--- src/rtl/c432_bist_pkg.sv ---
// Shared definitions for the c432 response-compaction block.
//   - state_e        : controller states (IDLE, RUN, CHECK, DONE)
//   - C432_RESP_W    : number of c432 primary outputs folded per pattern
//   - RESP_Nxxx      : bit position of each c432 output inside the resp bus
package c432_bist_pkg;

  typedef enum logic [1:0] {
    S_IDLE  = 2'd0,
    S_RUN   = 2'd1,
    S_CHECK = 2'd2,
    S_DONE  = 2'd3
  } state_e;

  localparam int C432_RESP_W = 7;

  localparam int RESP_N223 = 0;
  localparam int RESP_N329 = 1;
  localparam int RESP_N370 = 2;
  localparam int RESP_N421 = 3;
  localparam int RESP_N430 = 4;
  localparam int RESP_N431 = 5;
  localparam int RESP_N432 = 6;

endpackage

--- src/rtl/c432_resp_misr_if.sv ---
// Bus bundle between the c432 pattern source / controller and the MISR block.
//   Requests : start, abort, golden[SIG_W], resp[7], resp_valid
//   Status   : busy, done, pass, signature[SIG_W], resp_count[COUNT_W]
// master drives the requests and observes status; slave is the MISR block.
interface c432_resp_misr_if
  import c432_bist_pkg::*;
#(
  parameter int SIG_W   = 16,
  parameter int COUNT_W = 16
);
  logic                   start;
  logic                   abort;
  logic [SIG_W-1:0]       golden;
  logic [C432_RESP_W-1:0] resp;
  logic                   resp_valid;
  logic                   busy;
  logic                   done;
  logic                   pass;
  logic [SIG_W-1:0]       signature;
  logic [COUNT_W-1:0]     resp_count;

  modport master (
    output start, abort, golden, resp, resp_valid,
    input  busy, done, pass, signature, resp_count
  );

  modport slave (
    input  start, abort, golden, resp, resp_valid,
    output busy, done, pass, signature, resp_count
  );
endinterface

--- src/rtl/c432_resp_misr_core.sv ---
// Galois-form multiple-input signature register.
//   i_clk, i_rst_n : clock, asynchronous active-low reset (register -> SEED)
//   i_load         : reload SEED (wins over i_en)
//   i_en           : fold i_data into the signature this cycle
//   i_data[DIN_W]  : parallel input, zero-extended onto the low bits
//   o_sig[SIG_W]   : current register contents
module misr_core
  import c432_bist_pkg::*;
#(
  parameter int               SIG_W = 16,
  parameter logic [SIG_W-1:0] POLY  = 16'h1021,
  parameter logic [SIG_W-1:0] SEED  = 16'hFFFF,
  parameter int               DIN_W = C432_RESP_W
) (
  input  logic             i_clk,
  input  logic             i_rst_n,
  input  logic             i_load,
  input  logic             i_en,
  input  logic [DIN_W-1:0] i_data,
  output logic [SIG_W-1:0] o_sig
);

  logic [SIG_W-1:0] r_sig;
  logic [SIG_W-1:0] w_fb;
  logic [SIG_W-1:0] w_next;

  // Shift left; the bit falling out of the MSB selects the polynomial taps.
  assign w_fb   = r_sig[SIG_W-1] ? POLY : '0;
  assign w_next = {r_sig[SIG_W-2:0], 1'b0} ^ w_fb ^ {{(SIG_W-DIN_W){1'b0}}, i_data};

  always_ff @(posedge i_clk or negedge i_rst_n) begin
    if (!i_rst_n)    r_sig <= SEED;
    else if (i_load) r_sig <= SEED;
    else if (i_en)   r_sig <= w_next;
  end

  assign o_sig = r_sig;

endmodule

--- src/rtl/c432_resp_misr.sv ---
// Response compactor for the c432 benchmark: folds N_PATTERNS responses into
// a MISR, then compares the signature against a golden value sampled at start.
//   clk, rst_n : clock, asynchronous active-low reset
//   bus        : c432_resp_misr_if.slave (start/abort/golden/resp/resp_valid in,
//                busy/done/pass/signature/resp_count out, all registered)
module c432_resp_misr
  import c432_bist_pkg::*;
#(
  parameter int               SIG_W      = 16,
  parameter logic [SIG_W-1:0] POLY       = 16'h1021,
  parameter logic [SIG_W-1:0] SEED       = 16'hFFFF,
  parameter int               COUNT_W    = 16,
  parameter int               N_PATTERNS = 1024
) (
  input  logic                clk,
  input  logic                rst_n,
  c432_resp_misr_if.slave     bus
);

  localparam logic [COUNT_W-1:0] LAST_BEAT = COUNT_W'(N_PATTERNS - 1);

  state_e             r_state;
  state_e             w_next;
  logic               w_load;
  logic               w_en;
  logic               w_check;
  logic               r_busy;
  logic               r_done;
  logic               r_pass;
  logic [COUNT_W-1:0] r_count;
  logic [SIG_W-1:0]   r_golden;
  logic [SIG_W-1:0]   w_sig;

  misr_core #(
    .SIG_W (SIG_W),
    .POLY  (POLY),
    .SEED  (SEED),
    .DIN_W (C432_RESP_W)
  ) u_misr (
    .i_clk   (clk),
    .i_rst_n (rst_n),
    .i_load  (w_load),
    .i_en    (w_en),
    .i_data  (bus.resp),
    .o_sig   (w_sig)
  );

  always_ff @(posedge clk or negedge rst_n) begin
    if (!rst_n) r_state <= S_IDLE;
    else        r_state <= w_next;
  end

  // Abort is checked before resp_valid and before the CHECK update so a
  // cancelled run never produces a verdict.
  always_comb begin
    w_next  = r_state;
    w_load  = 1'b0;
    w_en    = 1'b0;
    w_check = 1'b0;
    case (r_state)
      S_IDLE, S_DONE: begin
        if (bus.start) begin
          w_next = S_RUN;
          w_load = 1'b1;
        end
      end
      S_RUN: begin
        if (bus.abort) begin
          w_next = S_IDLE;
        end else if (bus.resp_valid) begin
          w_en = 1'b1;
          if (r_count == LAST_BEAT) w_next = S_CHECK;
        end
      end
      S_CHECK: begin
        if (bus.abort) begin
          w_next = S_IDLE;
        end else begin
          w_next  = S_DONE;
          w_check = 1'b1;
        end
      end
      default: w_next = S_IDLE;
    endcase
  end

  always_ff @(posedge clk or negedge rst_n) begin
    if (!rst_n) begin
      r_busy   <= 1'b0;
      r_done   <= 1'b0;
      r_pass   <= 1'b0;
      r_count  <= '0;
      r_golden <= '0;
    end else begin
      r_busy <= (w_next == S_RUN) || (w_next == S_CHECK);
      if (w_load) begin
        r_count  <= '0;
        r_golden <= bus.golden;
        r_done   <= 1'b0;
        r_pass   <= 1'b0;
      end else if (w_en) begin
        r_count <= r_count + 1'b1;
      end
      if (w_check) begin
        r_done <= 1'b1;
        r_pass <= (w_sig == r_golden);
      end
    end
  end

  assign bus.busy       = r_busy;
  assign bus.done       = r_done;
  assign bus.pass       = r_pass;
  assign bus.signature  = w_sig;
  assign bus.resp_count = r_count;

endmodule

--- src/flat_wrapper.sv ---
// flat-port wrapper written by rule: the top's interface ports become plain ports
module c432_resp_misr_flat import c432_bist_pkg::*;
#(
  parameter int               SIG_W      = 16,
  parameter logic [SIG_W-1:0] POLY       = 16'h1021,
  parameter logic [SIG_W-1:0] SEED       = 16'hFFFF,
  parameter int               COUNT_W    = 16,
  parameter int               N_PATTERNS = 1024
)
  (clk, rst_n, bus_start, bus_abort, bus_golden, bus_resp, bus_resp_valid, bus_busy, bus_done, bus_pass, bus_signature, bus_resp_count);
  c432_resp_misr_if #(.SIG_W(SIG_W), .COUNT_W(COUNT_W)) bus_i ();
  input  logic clk;
  input  logic rst_n;
  input wire logic [$bits(bus_i.start)-1:0] bus_start;
  input wire logic [$bits(bus_i.abort)-1:0] bus_abort;
  input wire logic [$bits(bus_i.golden)-1:0] bus_golden;
  input wire logic [$bits(bus_i.resp)-1:0] bus_resp;
  input wire logic [$bits(bus_i.resp_valid)-1:0] bus_resp_valid;
  output wire logic [$bits(bus_i.busy)-1:0] bus_busy;
  output wire logic [$bits(bus_i.done)-1:0] bus_done;
  output wire logic [$bits(bus_i.pass)-1:0] bus_pass;
  output wire logic [$bits(bus_i.signature)-1:0] bus_signature;
  output wire logic [$bits(bus_i.resp_count)-1:0] bus_resp_count;
  assign bus_i.start = bus_start;
  assign bus_i.abort = bus_abort;
  assign bus_i.golden = bus_golden;
  assign bus_i.resp = bus_resp;
  assign bus_i.resp_valid = bus_resp_valid;
  assign bus_busy = bus_i.busy;
  assign bus_done = bus_i.done;
  assign bus_pass = bus_i.pass;
  assign bus_signature = bus_i.signature;
  assign bus_resp_count = bus_i.resp_count;
  c432_resp_misr #(.SIG_W(SIG_W), .POLY(POLY), .SEED(SEED), .COUNT_W(COUNT_W), .N_PATTERNS(N_PATTERNS)) u_core (.clk(clk), .rst_n(rst_n), .bus(bus_i));
endmodule
--- config.mk ---
export PLATFORM = sky130hd
export DESIGN_NAME = c432_resp_misr_flat
export DESIGN_NICKNAME = d
export VERILOG_FILES = /design/src/rtl/c432_bist_pkg.sv /design/src/rtl/c432_resp_misr_if.sv /design/src/rtl/c432_resp_misr_core.sv /design/src/rtl/c432_resp_misr.sv /design/src/flat_wrapper.sv
export SDC_FILE = /design/constraint.sdc
export NUM_CORES = 1
export LEC_CHECK = 0
export ABC_AREA = 1
export BUFFER_PORTS_ARGS = -buffer_cell sky130_fd_sc_hd__buf_4
export CORE_MARGIN = 4
export CORE_UTILIZATION = 58
export CTS_BUF_LIST = sky130_fd_sc_hd__clkbuf_8 sky130_fd_sc_hd__clkbuf_16
export CTS_CLUSTER_SIZE = 30
export DETAILED_ROUTE_END_ITERATION = 10
export PLACE_DENSITY = 0.95
export SETUP_SLACK_MARGIN = 0.05
export SYNTH_ARGS = -nofsm -noshare
export SYNTH_HDL_FRONTEND = slang
export SYNTH_SLANG_ARGS = --single-unit
--- constraint.sdc ---
create_clock -name clk -period 4.7 [get_ports clk]
set_clock_uncertainty 0.2 [all_clocks]
set_input_delay 0.705 -clock clk [delete_from_list [all_inputs] [get_ports clk]]
set_output_delay 0.705 -clock clk [all_outputs]
set_load 0.03 [all_outputs]
==> key figures, run 1 <==
Synth
  • Syn Area/Cell: 8.27 um^2
  • Synth area leaders: dfrtp_1 34%, dfstp_2 15%, nand2_1 11%
  • Yosys top cell by area: dfrtp_1
  • Count of cell types in the netlist: 35
  • Post-synth ARST share: 100%
  • Gate Count Post-Synth: 333
  • Yosys reg bits: 53
  • Syn Std Cell Area: 2750 um^2
  • Ys Warns: 0
  • Most used DFF post-synth: dfrtp_1
  • Mapped Nets: 364
  • EDFF count, synth: 0
  • Synth top area share: roughly a third
  • Seq/Total Area, Yosys: 48.9%

Global route
  • Largest net degree at the start of global routing: 54
  • Vias in the first global route: 2495
  • Initial antenna violation count: 0
  • GRT overflow: 0
  • GRT Total Usage: 23.0%
  • First-pass GRT wire length: approximately 11 mm

Layout
  • Antenna diode count: 0
  • Area growth syn-to-layout: 21.4%
  • Final net count: 424
  • Design area: 3340 um^2
  • Layout cells sized above 1: 25.4%
  • Finished Layout Cells: 446

Setup path
  • Worst path arrival time: ~2.7 ns
  • Highest-delay cell along the critical path: inv_1
  • Worst setup EP type: register
  • Crit path launch type: register
  • Buf+Inv Stages, Crit Path: 2
  • R2R cell count: 6
  • CP delay by family, top: buffers and inverters
  • CP Max Fanout: approximately 40
  • Kind of critical path: register to register
  • WP depth: 6
  • Crit-path cells: inv_1 > ha_1 > nand2_2 > inv_1 > o21ai_0 > o21ai_0
  • Critical Path RT: roughly 4.7 ns
  • Max stage delay on crit path: ~0.9 ns

Power and ir drop
  • Pleak: 0.00172 uW
  • Pwr dens: roughly 640 nW/um^2
  • Worst VDD drop: 445 uV

Clocking
  • H-tree depth: 2
  • CTS Buf Count: 5
  • Post-CTS sizing: 0
  • Post-CTS setup buffer count: 0
  • Hold_buf cts: 0
  • Clock Tree Buf Depth: 2
  • Reg clk slew, reported paths: 0.10 ns
  • CTS sink cnt: 53
  • Worst skew pair latency: between 0.3 and 0.4 ns
  • TritonCTS clock tree: yes
  • Clock root buffer: clkbuf_8

Floorplan
  • # rows: 24
  • Initial core utilization: 61.5%
  • Die Ht: 76.9 um
  • Core box area: 4470 um^2
  • Die width: 76.9 um
  • I/O pins: 63
  • Die area: 5910 um^2

Placement
  • PortBufs: between 60 and 70
  • RD Place Congestion: about 0.86
  • Placed Area: 3240 um^2
  • Placed insts: ~440
  • DPL Wire Length: 4.65 mm
  • Place WS: 2.06 ns

Status
  • Status: finished, final reports clean

Routing
  • DR vias/cell: 5.63
  • Pre-antenna DRT Iters: 4
  • DRC: 0
  • Final WL: 6.40 mm
  • Via count: 2511
  • DR WL/cell: 14.4 um
  • DRT iter0 DRCs: 228
  • Antenna viol nets, final: 0

Timing
  • Worst slew margin: 29.1%
  • Final Hold Viols: 0
  • Final setup fails: 0
  • Max-slew violations: 0
  • Tmin final: 2.66 ns
  • Min Hold Slack: 0.202 ns
  • RSZ-0062 raised after global routing: false
  • Worst Setup Slack, final: 2.04 ns
  • Setup TNS after final layout: 0 ns
  • Fin crit share: 56.6%
  • Worst-margin pin slew: 1.06 ns
  • Achievable Freq: 0.376 GHz

Hold path
  • Worst min path class: input pin to async pin

Flow run
  • Max-cap violation count: 0
## cell usage after synthesis, types with 2 or more instances
cell type   n
xor2_1      8
o22ai_1     5
nand2_4     2
dfstp_2    16
nand4_1     8
nor2_1     17
o211ai_1    3
inv_1      48
nor3_1      5
nand2_1    81
ha_1        3
xnor2_1     4
nor3_4      2
nand2_2     4
nand3_1     9
dfrtp_1    37
a211oi_1    2
o21ai_0    45
clkbuf_1    5
a21oi_1    13
buf_2       2
## cells by family after synthesis
kind of cell             Yosys count  share of synthesized area, %
flip-flops                        53                          48.9
AO/OA/AOI/OAI                     75                          15.2
AND/OR/NAND/NOR                  133                          22.6
adder cells (fa/ha/maj)            3                          1.36
XOR/XNOR                          12                          3.82
buffers and inverters             57                          8.13
## placed cells by master (no fill, tap or decap), types with 2 or more instances in the layout
cell type,n
a211oi_1,2
a21oi_1,13
buf_4,62
clkbuf_8,7
dfrtp_1,37
dfstp_2,16
ha_1,3
inv_1,48
nand2_1,81
nand2_2,4
nand2_4,2
nand3_1,9
nand4_1,8
nor2_1,17
nor3_1,5
nor3_4,2
o211ai_1,3
o21ai_0,45
o22ai_1,5
xnor2_1,4
xor2_1,8
## flip-flops by register name, indices dropped and copies added, names as in the netlist
signal                 flops
u_core.r_state             2
u_core.bus.done            1
u_core.u_misr.o_sig       16
u_core.bus.resp_count     16
u_core.r_golden           16
u_core.bus.pass            1
u_core.bus.busy            1
## per-stage QoR
stage               utilization, %  power, uW
finish                        74.7       2140
global route                  74.7       2300
CTS                           74.7       2140
detailed placement            72.4       1860
global placement              72.4       1810
floorplan                        -       1550
## worst reg2reg max path: cells and delay by family, from the launching register on
family | cells | cell delay (ns)
adder cells (fa/ha/maj) | 1 | 0.34
flip-flops | 1 | 0.39
AND/OR/NAND/NOR | 1 | 0.34
buffers and inverters | 2 | 0.98
AO/OA/AOI/OAI | 2 | 0.34
## power by group
group	internal, uW	switching (uW)	total (uW)
sequential	682	152	834
combinational	363	663	1030
clock	133	145	278
## per-layer routing
metal	GRT usage, %	share of wire [%]	up-vias
met1	28.3	42	1208
met4	6.52	1.7	0
met2	39.8	50	90
li1	-	-	1200
met5	0	0	-
met3	5.97	6.6	13
## final cells by class
cell class / count / area (um^2)
multi-input combinational: 223 / 1180
clock buffer: 7 / 96.3
inverter: 48 / 180
fill: 317 / 1130
sequential: 53 / 1350
clock inverter: 1 / 5.00
timing repair buffer: 62 / 465
tap: 52 / 65.1
## final timing paths
path,end,start,slack [ns]
worst min register to register,u_core.bus.done$_DFFE_PN0P_,u_core.bus.done$_DFFE_PN0P_,0.29
worst min-delay path,u_core.bus.resp_count[9]$_DFFE_PN0P_,rst_n,0.20
worst max-delay path,u_core.u_misr.o_sig[3]$_DFFE_PN1P_,u_core.r_state[0]$_DFF_PN0_,2.04
max in group asynchronous,u_core.r_golden[1]$_DFFE_PN0P_,rst_n,3.66
min in group clk,u_core.bus.done$_DFFE_PN0P_,u_core.bus.done$_DFFE_PN0P_,0.29
worst max register to register,u_core.u_misr.o_sig[3]$_DFFE_PN1P_,u_core.r_state[0]$_DFF_PN0_,2.04
(Power assumes the default switching activity.)
==> run 2: changes to the inputs <==
Settings changed: CORE_UTILIZATION 58 to 49, PLACE_DENSITY 0.95 to 0.86.
Clock period 4.7 ns to 2.4 ns, I/O delays scaled along.
==> key figures, run 2 (synthesis results as in run 1) <==
Setup path
  • Critical Path RT: between 2 and 2.5 ns
  • Worst reg2reg setup slack: 0.34 ns
  • Critical R2R Launch: u_core.r_state[1]$_DFF_PN0_
  • Worst setup path end: u_core.bus.resp_count[11]$_DFFE_PN0P_
  • CP Max Fanout: 12
  • Worst setup EP type: register
  • Worst path arrival time: slightly above 2 ns
  • R2R cell count: 11
  • R2R Path End: u_core.bus.resp_count[11]$_DFFE_PN0P_
  • Crit path from: u_core.r_state[1]$_DFF_PN0_
  • Kind of critical path: register to register
  • Crit path launch type: register

Global route
  • Largest net degree at the start of global routing: 54
  • Initial antenna violation count: 0
  • GRT Total Usage: 19.2%
  • First-pass GRT wire length: between 10 and 15 mm
  • Vias in the first global route: 2442
  • GRT overflow: 0

Floorplan
  • Die Ht: 83.0 um
  • Die area: 6880 um^2
  • Initial core utilization: around 50%
  • Die width: 83.0 um
  • I/O pins: 63
  • # rows: 27
  • Core box area: about 5500 um^2

Timing
  • RSZ-0062 raised after global routing: false
  • Max-slew violations: 0
  • Final setup fails: 0
  • Fin crit share: a little under nine tenths
  • Final Hold Viols: 0
  • Worst-margin pin slew: 0.661 ns
  • Setup TNS after final layout: 0 ns
  • Worst slew margin: 56.0%
  • Min Hold Slack: 0.0440 ns
  • Tmin final: between 2 and 2.5 ns
  • Achievable Freq: about 0.5 GHz

Clocking
  • CTS sink cnt: 53
  • H-tree depth: 2
  • TritonCTS clock tree: yes
  • Clock root buffer: clkbuf_8
  • Worst skew pair latency: 0.31 ns
  • Reg clk slew, reported paths: 0.10 ns
  • Clock Tree Buf Depth: 2
  • CTS Buf Count: 5

Layout
  • Commonest non-fill, non-tap cell in the layout: nand2_1
  • Most frequent cells in the layout: 81 x nand2_1, 65 x buf_4, 50 x inv_1, 45 x o21ai_0, 37 x dfrtp_1
  • Area growth syn-to-layout: 23.0%
  • Layout cells sized above 1: 25.4%
  • Final net count: 428
  • Design area: between 3000 and 4000 um^2
  • Antenna diode count: 0

Routing
  • DR WL/cell: 13.6 um
  • DRT iter0 DRCs: 172
  • Antenna viol nets, final: 0
  • DRC: 0
  • Final WL: between 6 and 7 mm
  • Via count: 2476
  • DR vias/cell: 5.27
  • Pre-antenna DRT Iters: 4

Power and ir drop
  • Overall power: 4150 uW
  • Worst VDD drop: a little under 800 uV
  • Pleak: 0.00174 uW
  • Pwr dens: ~1200 nW/um^2

Placement
  • DPL Wire Length: 4.75 mm
  • RD Place Congestion: 0.866
  • Placed Area: 3290 um^2
  • PortBufs: 62

Flow run
  • Max-cap violation count: 0

Status
  • Status: finished, final reports clean

Hold path
  • Worst min path class: input pin to register
-- run 2: repair_timing --
item                       in CTS  in global routing
setup endpoints to repair       0                  2
hold buffers                    1                  0
buffers inserted                0                  0
gates resized for setup         0                  1
hold endpoints to repair       37                  0
-- run 2: area by class of cell --
cell class	count	area (um^2)
tap	72	90.1
fill	488	2090
clock buffer	5	68.8
multi-input combinational	223	1190
clock inverter	3	15.0
timing repair buffer	66	498
inverter	48	180
sequential	53	1350
-- run 2: critical path: stages (launching register included) --
cell     delay (ns)
dfrtp_1        0.40
inv_1          0.10
ha_1           0.16
inv_1          0.05
nor2_2         0.18
nand2_4        0.18
nor2_1         0.15
nand2_1        0.14
nor2_4         0.16
nand4_1        0.11
nand2_1        0.09
nor2_1         0.04
-- run 2: metrics by stage --
stage / std cells / setup slack [ns] / util (%)
finish: 470 / 0.341 / 61.9
global route: 470 / 0.106 / 61.9
CTS: 470 / 0.257 / 61.8
detailed placement: 461 / 0.280 / 60.1
global placement: 461 / 0.437 / 60.1
floorplan: 333 / 0.593 / -
-- run 2: how the worst min path moves through the flow --
stage | startpoint | end | depth (start not counted)
after floorplan | rst_n | u_core.bus.busy$_DFF_PN0_ | 0
after detailed placement | rst_n | u_core.bus.resp_count[5]$_DFFE_PN0P_ | 1
after global routing | bus_golden[3] | u_core.r_golden[3]$_DFFE_PN0P_ | 3
after CTS | bus_golden[5] | u_core.r_golden[5]$_DFFE_PN0P_ | 3
after global placement | rst_n | u_core.bus.resp_count[11]$_DFFE_PN0P_ | 1
final | bus_golden[6] | u_core.r_golden[6]$_DFFE_PN0P_ | 3
-- run 2: report_power, final --
group	switching [uW]	total (uW)	leakage, uW	internal [uW]
Clock	293	492	0.0000467	199
Sequential	293	1630	0.000651	1330
Combinational	1290	2030	0.00104	744
-- run 2: layer usage --
layer,routed length [um],track usage [%],vias to the layer above
met1,2810,24.6,1184
met4,34,3.42,0
li1,-,-,1210
met5,0,0,-
met2,3170,33.3,79
met3,397,4.76,3
